--- src/rtl/mem_arb_pkg.sv ---
// Shared types and constants for the two-port memory arbiter.
// Holds FSM/grant enums, the latched request bundle and watchdog limits.
package mem_arb_pkg;

  localparam int ADDR_W         = 25;
  localparam int DATA_W         = 32;
  localparam int TIMEOUT_CYCLES = 255;
  localparam int WD_W           = 8;

  localparam logic [DATA_W-1:0] TIMEOUT_DATA = 32'hDEADBEEF;
  localparam logic [WD_W-1:0]   WD_MAX       = WD_W'(TIMEOUT_CYCLES);

  typedef enum logic [1:0] {
    ST_IDLE,
    ST_BUSY,
    ST_DONE
  } state_e;

  typedef enum logic {
    GNT_INSTR,
    GNT_DATA
  } gnt_e;

  typedef enum logic [1:0] {
    OP_BYTE,
    OP_HALF,
    OP_TRI,
    OP_WORD
  } oplen_e;

  typedef struct packed {
    gnt_e              gnt;
    logic              rw;
    oplen_e            oplen;
    logic              uns;
    logic [ADDR_W-1:0] addr;
    logic [DATA_W-1:0] wdata;
  } req_t;

endpackage

--- src/rtl/mem_arb_pick.sv ---
// Combinational grant selection between instruction and data requests.
// On contention the port named by prio_i wins; a lone request always wins.
module mem_arb_pick
  import mem_arb_pkg::*;
(
  input  logic instr_en_i,
  input  logic data_en_i,
  input  gnt_e prio_i,
  output logic any_o,
  output gnt_e gnt_o
);

  // pick the winner from the two enables and the priority hint
  always_comb begin
    any_o = instr_en_i | data_en_i;
    gnt_o = GNT_DATA;
    unique case (1'b1)
      (instr_en_i && data_en_i):  gnt_o = prio_i;
      (data_en_i && !instr_en_i): gnt_o = GNT_DATA;
      (instr_en_i && !data_en_i): gnt_o = GNT_INSTR;
      default:                    gnt_o = GNT_DATA;
    endcase
  end

endmodule

--- src/rtl/mem_arbiter.sv ---
// Two-port (instr/data) arbiter onto one memory backend with a watchdog.
// Define MEM_ARB_ROUND_ROBIN_EN for round-robin; otherwise data always wins.
module mem_arbiter
  import mem_arb_pkg::*;
(
  input  logic              clk,
  input  logic              rst_n,
  input  logic              instr_enable_i,
  input  logic [ADDR_W-1:0] instr_addr_i,
  output logic              instr_valid_o,
  output logic [DATA_W-1:0] instr_result_o,
  input  logic              data_enable_i,
  input  logic              data_rw_i,
  input  logic [1:0]        data_oplen_i,
  input  logic              data_unsigned_i,
  input  logic [ADDR_W-1:0] data_addr_i,
  input  logic [DATA_W-1:0] data_wdata_i,
  output logic              data_valid_o,
  output logic [DATA_W-1:0] data_result_o,
  output logic              mem_req_o,
  output logic              mem_rw_o,
  output logic [1:0]        mem_oplen_o,
  output logic              mem_unsigned_o,
  output logic [ADDR_W-1:0] mem_addr_o,
  output logic [DATA_W-1:0] mem_wdata_o,
  input  logic              mem_done_i,
  input  logic [DATA_W-1:0] mem_rdata_i,
  output logic              mem_timeout_o
);

  state_e            state_q, state_d;
  req_t              req_q, req_d;
  logic [WD_W-1:0]   wd_q, wd_d;
  logic              to_q, to_d;
  logic [DATA_W-1:0] ires_q, ires_d;
  logic [DATA_W-1:0] dres_q, dres_d;

  logic any;
  gnt_e pick_gnt;
  gnt_e prio;

`ifdef MEM_ARB_ROUND_ROBIN_EN
  gnt_e prio_q, prio_d;

  // after every grant, favour the other port next time
  always_comb begin
    prio_d = prio_q;
    if (state_q == ST_IDLE && any)
      prio_d = (pick_gnt == GNT_DATA) ? GNT_INSTR : GNT_DATA;
  end

  // round-robin pointer register
  always_ff @(posedge clk or negedge rst_n) begin
    if (!rst_n) prio_q <= GNT_DATA;
    else        prio_q <= prio_d;
  end

  assign prio = prio_q;
`else
  assign prio = GNT_DATA;
`endif

  mem_arb_pick u_pick (
    .instr_en_i (instr_enable_i),
    .data_en_i  (data_enable_i),
    .prio_i     (prio),
    .any_o      (any),
    .gnt_o      (pick_gnt)
  );

  // next-state, request latch, watchdog and result capture
  always_comb begin
    state_d = state_q;
    req_d   = req_q;
    wd_d    = wd_q;
    to_d    = 1'b0;
    ires_d  = ires_q;
    dres_d  = dres_q;
    unique case (state_q)
      ST_IDLE: begin
        wd_d = '0;
        if (any) begin
          state_d = ST_BUSY;
          if (pick_gnt == GNT_DATA) begin
            req_d.gnt   = GNT_DATA;
            req_d.rw    = data_rw_i;
            req_d.oplen = oplen_e'(data_oplen_i);
            req_d.uns   = data_unsigned_i;
            req_d.addr  = data_addr_i;
            req_d.wdata = data_wdata_i;
          end else begin
            req_d.gnt   = GNT_INSTR;
            req_d.rw    = 1'b0;
            req_d.oplen = OP_WORD;
            req_d.uns   = 1'b1;
            req_d.addr  = instr_addr_i;
            req_d.wdata = '0;
          end
        end
      end
      ST_BUSY: begin
        if (mem_done_i) begin
          state_d = ST_DONE;
          if (req_q.gnt == GNT_DATA) dres_d = mem_rdata_i;
          else                       ires_d = mem_rdata_i;
        end else if (wd_q == WD_MAX) begin
          state_d = ST_DONE;
          to_d    = 1'b1;
          if (req_q.gnt == GNT_DATA) dres_d = TIMEOUT_DATA;
          else                       ires_d = TIMEOUT_DATA;
        end else begin
          wd_d = wd_q + 8'd1;
        end
      end
      ST_DONE: state_d = ST_IDLE;
      default: state_d = ST_IDLE;
    endcase
  end

  // state and datapath registers
  always_ff @(posedge clk or negedge rst_n) begin
    if (!rst_n) begin
      state_q <= ST_IDLE;
      req_q   <= '0;
      wd_q    <= '0;
      to_q    <= 1'b0;
      ires_q  <= '0;
      dres_q  <= '0;
    end else begin
      state_q <= state_d;
      req_q   <= req_d;
      wd_q    <= wd_d;
      to_q    <= to_d;
      ires_q  <= ires_d;
      dres_q  <= dres_d;
    end
  end

  assign mem_req_o      = (state_q == ST_BUSY);
  assign mem_rw_o       = req_q.rw;
  assign mem_oplen_o    = req_q.oplen;
  assign mem_unsigned_o = req_q.uns;
  assign mem_addr_o     = req_q.addr;
  assign mem_wdata_o    = req_q.wdata;
  assign mem_timeout_o  = to_q;

  assign instr_valid_o  = (state_q == ST_DONE) && (req_q.gnt == GNT_INSTR);
  assign data_valid_o   = (state_q == ST_DONE) && (req_q.gnt == GNT_DATA);
  assign instr_result_o = ires_q;
  assign data_result_o  = dres_q;

endmodule

--- config.mk ---
export PLATFORM = sky130hd
export DESIGN_NAME = mem_arbiter
export DESIGN_NICKNAME = d
export VERILOG_FILES = /design/src/rtl/mem_arb_pkg.sv /design/src/rtl/mem_arb_pick.sv /design/src/rtl/mem_arbiter.sv
export SDC_FILE = /design/constraint.sdc
export NUM_CORES = 1
export LEC_CHECK = 0
export ABC_AREA = 1
export ABC_CLOCK_PERIOD_IN_PS = 1500
export BUFFER_PORTS_ARGS = -buffer_cell sky130_fd_sc_hd__buf_2
export CAP_MARGIN = 30
export CORE_MARGIN = 4
export CORE_UTILIZATION = 44
export DETAILED_ROUTE_END_ITERATION = 10
export PLACE_DENSITY = 0.82
export SLEW_MARGIN = 25
export SYNTH_ARGS = -nofsm -noshare
export SYNTH_HDL_FRONTEND = slang
export SYNTH_HIERARCHICAL = 1
export SYNTH_SLANG_ARGS = --single-unit
--- constraint.sdc ---
create_clock -name clk -period 1.5 [get_ports clk]
set_clock_uncertainty 0.05 [all_clocks]
set_input_delay 0.15 -clock clk [delete_from_list [all_inputs] [get_ports clk]]
set_output_delay 0.15 -clock clk [all_outputs]
set_load 0.02 [all_outputs]
==> results of run 1 <==
[how the worst max path moves through the flow]
stage	slack [ns]	startpoint	endpoint
2_1_floorplan	0.03	wd_q[0]	instr_result_o[10]
3_3_place_gp	-0.02	wd_q[1]	instr_result_o[17]
3_5_place_dp	-0.07	wd_q[1]	instr_result_o[17]
4_1_cts	-0.04	wd_q[0]	instr_result_o[7]
5_1_grt	-0.21	wd_q[1]	data_result_o[28]
6_report	-0.16	wd_q[1]	data_result_o[28]
[sequential cells by signal, summed over array words and instances (netlist names), 2 cells and up]
name,flops
mem_wdata_o,32
instr_result_o,32
mem_addr_o,25
mem_oplen_o,2
data_result_o,32
wd_q,8
state_q,2
[through the flow]
step | setup WS [ns] | power (W)
2_1_floorplan | 0.03266 | 0.01231
4_1_cts | -0.04447 | 0.01866
3_3_place_gp | -0.01513 | 0.01408
6_report | -0.1592 | 0.01962
3_5_place_dp | -0.06533 | 0.01431
5_1_grt | -0.2143 | 0.02060
[layer usage]
metal	track usage, %	part of all wire, %
met5	0	0
met4	13.94	4.5
met3	5.936	7.3
met2	40.17	51
met1	27.66	37
[kinds of logic (layout without fill, tap and decap cells)]
group	count (synthesis)	in the layout	share of synthesized area, %
adder cells (fa/ha/maj)	1	1	0.1995
buffers and inverters	145	458	13.41
AO/OA/AOI/OAI	71	71	8.322
other	1	1	0.05981
flip-flops	137	137	54.68
AND/OR/NAND/NOR	360	360	23.33
[area by class of cell]
cell class,count,area [sq um]
Timing Repair Buffer,382,2695
Sequential cell,137,3430
Fill cell,1028,4592
Tap cell,180,225.2
Multi-Input combinational cell,433,2261
Inverter,45,173.9
Clock inverter,8,70.07
Clock buffer,23,488.0
[cells in the final DEF, fill, tap and decap left out, types with 20 or more instances in the layout]
cell type	n
dlygate4sd3_1	88
buf_2	248
nand2_1	212
inv_1	40
nor2_1	36
buf_4	26
a22o_1	33
nand3_1	63
clkbuf_16	20
nand2_2	20
dfrtp_1	136
a31oi_1	25
[timing repair]
item,CTS,global route
resized for setup,13,66
setup buffers,3,9
hold buffers,88,0
endpoints found under the setup margin,70,77
cloned,1,6
pin swaps,2,7
endpoints found under the hold margin,199,0
[power breakdown]
group          internal (W)  switching (W)  leakage (nW)
clock               0.00243        0.00154         0.275
sequential          0.00540        0.00115          1.69
combinational       0.00344        0.00566          3.06
[worst max-delay path, stage by stage, from the launching register on]
cell       delay [ns]
dfrtp_1          0.40
ha_4             0.18
nand2_4          0.07
nor2_4           0.16
nand3_4          0.13
nand2_8          0.15
nand2_8          0.09
clkbuf_16        0.19
nand2_2          0.07
nand2_1          0.06
==> metrics, run 1 <==
Synth Net Count=839; CP endpoint kind=flip-flop; CTS tree=done; Leakage=5.023 nW; CTS max path bufs=2; global-route wire length before repair=30.48 mm; Clock Pin Slew Worst Setup and Hold Paths=0.06 ns; Syn. warnings=6; Final Instance Area=9343 sq um; WHS Endpoint=instr_result_o[1]; iteration count of the initial detailed-routing pass=5; clk sinks=137; Worst EP required=1.75 ns; root buffer cell=clkbuf_16; CTS HTree Levels=4; CP arrival=1.91 ns; Post-DP HPWL=11.66 mm; max cap viols=0; top_reg_cell synth=dfrtp_1; grt total ovfl=0; core area=13,930 sq um; Die Wd=127.4 um; gpl congestion=0.8297; CTS Buf Count=17; HP Class=in -> reg; CP Max Fanout=8; placed insts=1,071; Final Critical Period=1.659 ns; hold path startpoint=mem_rdata_i[1]; Post-synth ARST share=100.0%; R2R cell count=9; # port buffers=251; fin util=67.05%; Setup-failing EPs final=71; failing checks=setup timing; status=finished with violations; Tot GR Track Use=23.88%; largest net degree at the start of global routing=37; Routed Antenna Nets=0; row count=43; Nets=1,140; drt wl/cell=17.19 um; DRT Wirelength=20.77 mm; worst reg-to-reg setup slack=-0.16 ns; vias=6,246; detailed router's first-iteration violation count=480; initial core utilization=44.99%; hold depth=5; synth unique cells=23; Residual DRC=0; RR Endpoint=data_result_o[28]; RSZ-0062 raised after global routing=true; pins over their slew limit=0; # diodes=0; Placed Area=7403 sq um; FF-to-FF Start=wd_q[1]; Avg Cell Area, Syn=8.769 sq um; critical path type=reg -> reg; layout cells sized above 1=36.67%; #FFs+latches synth=137; top cells by area, synth=dfrtp_1 55%, nand2_1 15%, buf_4 7.4%, nand3_1 5.5%, a22o_1 4.6%; die height=127.4 um; Setup crit start kind=flip-flop; worst IR drop on VDD=1.275 mV; Post-Synthesis Cells=715; Hold WS=0.01151 ns; initial antenna violation count=0; Final Hold Fails=0; vias in the first global route=6,183; dominant cell type by area after synthesis=dfrtp_1; Via density=5.171; Mapped Area=6270 sq um; top cell type's share of synthesized area=54.68%; number of synthesized flops with an enable pin=0; Finished Layout Cells=1,208; sequential element share of the synthesized area=54.68%; die area=16,220 sq um; Final Cycle Share=110.6%; synth cell count leaders=246 x nand2_1, 137 x dfrtp_1, 69 x nand3_1, 62 x buf_4, 41 x inv_1; setup TNS=-6.999 ns; setup ws final=-0.1592 ns; pwr dens=2100 nW/um^2; Synth-to-Final Area Change=49.01%; most instantiated library cell after synthesis=nand2_1; num ports=252; worst skew pair latency=0.43 ns; fmax=602.7 MHz
(Power assumes the default switching activity.)
==> inputs of run 2 (changes only) <==
Settings changed: CORE_UTILIZATION 44 to 45, CTS_BUF_LIST set to sky130_fd_sc_hd__clkbuf_8, PLACE_DENSITY 0.82 to 0.83.
==> run 2 against run 1 <==
Net effect:
- the flow still finishes with violations (setup timing)
- critical path depth did not move
- sequential cell count unchanged
- wire length up 5.5%
- worst setup slack better by 0.023 ns
- sequential power shrank 2%
- total power decreased by 2.2%
- largest cell class unchanged
- fmax increased by 1.4%
- utilization grew 4.7 points
- via count rose by 3.7%
==> metrics, run 2 (synthesized netlist as in run 1, its figures left out) <==
num ports=252; Via density=5.232; largest net degree at the start of global routing=40; CTS Buf Count=17; max cap viols=0; metal2 WL=11.16 mm; Total Power=0.01919 W; # port buffers=251; DRT Wirelength=21.91 mm; RSZ-0062 raised after global routing=true; Synth-to-Final Area Change=53.94%; Tot GR Track Use=24.89%; Final Cycle Share=109.1%; power share of the clock group=17.0%; initial core utilization=46.61%; setup ws final=-0.1367 ns; grt total ovfl=0; initial antenna violation count=0; status=finished with violations; CP endpoint kind=flip-flop; iteration count of the initial detailed-routing pass=5; die area=15,880 sq um; top sig layer=met4; CTS tree=done; Setup crit start kind=flip-flop; Final Hold Fails=0; vias=6,477; Routed Antenna Nets=0; Finished Layout Cells=1,238; Worst EP required=1.78 ns; CTS max path bufs=2; core area=13,450 sq um; Combinational Power Share=49.4%; setup TNS=-5.330 ns; P_int=0.01087 W; Post-DP HPWL=11.69 mm; root buffer cell=clkbuf_8; worst IR drop on VDD=0.9639 mV; Net Sw Frac=43.35%; sw power=0.008320 W; gpl congestion=0.8658; met1 wire length=8.223 mm; Setup-failing EPs final=67; failing checks=setup timing; commonest non-fill, non-tap cells in the layout=247 x buf_2, 233 x nand2_1, 135 x dfrtp_1; vias in the first global route=6,378; detailed router's first-iteration violation count=527; global-route wire length before repair=31.72 mm; # diodes=0; Die Wd=126.0 um; placed insts=1,068; clk sinks=137; Leakage=5.140 nW; CP arrival=1.92 ns; CP Max Fanout=16; Clock Pin Slew Worst Setup and Hold Paths=0.08 ns; critical path type=reg -> reg; CTS HTree Levels=4; layout cells sized above 1=36.91%; drt wl/cell=17.70 um; worst skew pair latency=0.44 ns; fmax=611.0 MHz; Seq pwr share=33.6%; Nets=1,173; HP Class=in -> reg; pins over their slew limit=0; met3 wire length=1.633 mm; Final Critical Period=1.637 ns; pwr dens=1989 nW/um^2; row count=42; die height=126.0 um; commonest non-fill, non-tap cell in the layout=buf_2; Residual DRC=0
## run 2: worst max-delay path, stage by stage (launching register included)
cell	delay, ns
dfrtp_1	0.41
ha_4	0.18
nand2_4	0.06
nor2_4	0.10
nand3_2	0.12
nand2_4	0.15
nand2_2	0.11
clkbuf_16	0.20
nand2_1	0.08
nand2_1	0.06
## run 2: power groups by stage
stage / Sequential (W) / Clock (W) / Combinational [W]
floorplan: 0.00726 / 0 / 0.00505
global placement: 0.00633 / 0 / 0.00771
detailed placement: 0.00639 / 0 / 0.00790
CTS: 0.00636 / 0.00330 / 0.00853
global route: 0.00664 / 0.00344 / 0.0101
finish: 0.00644 / 0.00326 / 0.00949
## run 2: path summary, 6_finish.rpt
path                                    startpoint            endpoint  depth (start not counted)  slack, ns
worst min-delay path               mem_rdata_i[22]  instr_result_o[22]                          5       0.03
worst min register to register  instr_result_o[12]  instr_result_o[12]                          2       0.42
max in group asynchronous                    rst_n   instr_result_o[4]                          3       0.72
min in group asynchronous                    rst_n      mem_wdata_o[0]                          2       0.13
worst max register to register             wd_q[1]   data_result_o[29]                          9      -0.14
worst max-delay path                       wd_q[1]   data_result_o[29]                          9      -0.14
## run 2: cell type report
cell class / count / area [sq um]
Clock inverter: 11 / 143.9
Multi-Input combinational cell: 433 / 2251
Tap cell: 176 / 220.2
Sequential cell: 137 / 3431
Fill cell: 910 / 3801
Timing Repair Buffer: 415 / 3138
Inverter: 45 / 178.9
Clock buffer: 21 / 289.0
## run 2: what timing repair did
item,CTS,global route
endpoints found under the hold margin,243,0
cloned,2,10
hold buffers,113,0
pin swaps,3,22
endpoints found under the setup margin,72,122
buffers inserted,8,5
resized for setup,22,61
## run 2: metal layers
metal | vias up | GRT usage [%]
met5 | - | 0
li1 | 2916 | -
met1 | 3115 | 29.47
met3 | 76 | 4.784
met4 | 0 | 13.06
met2 | 370 | 42.97
## run 2: per-stage QoR
| stage | setup slack (ns) | hold slack, ns | cell area [sq um] | util (%) |
|---|---|---|---|---|
| 4_1_cts | -0.06619 | 0.008168 | 9156 | 68.06 |
| 6_report | -0.1367 | 0.03019 | 9652 | 71.74 |
| 3_5_place_dp | -0.1108 | 0.03473 | 7393 | 54.96 |
| 2_1_floorplan | 0.03266 | -0.1956 | 6275 | - |
| 5_1_grt | -0.2110 | 0.02547 | 9652 | 71.74 |
| 3_3_place_gp | -0.01297 | 0.03526 | 7393 | 54.96 |
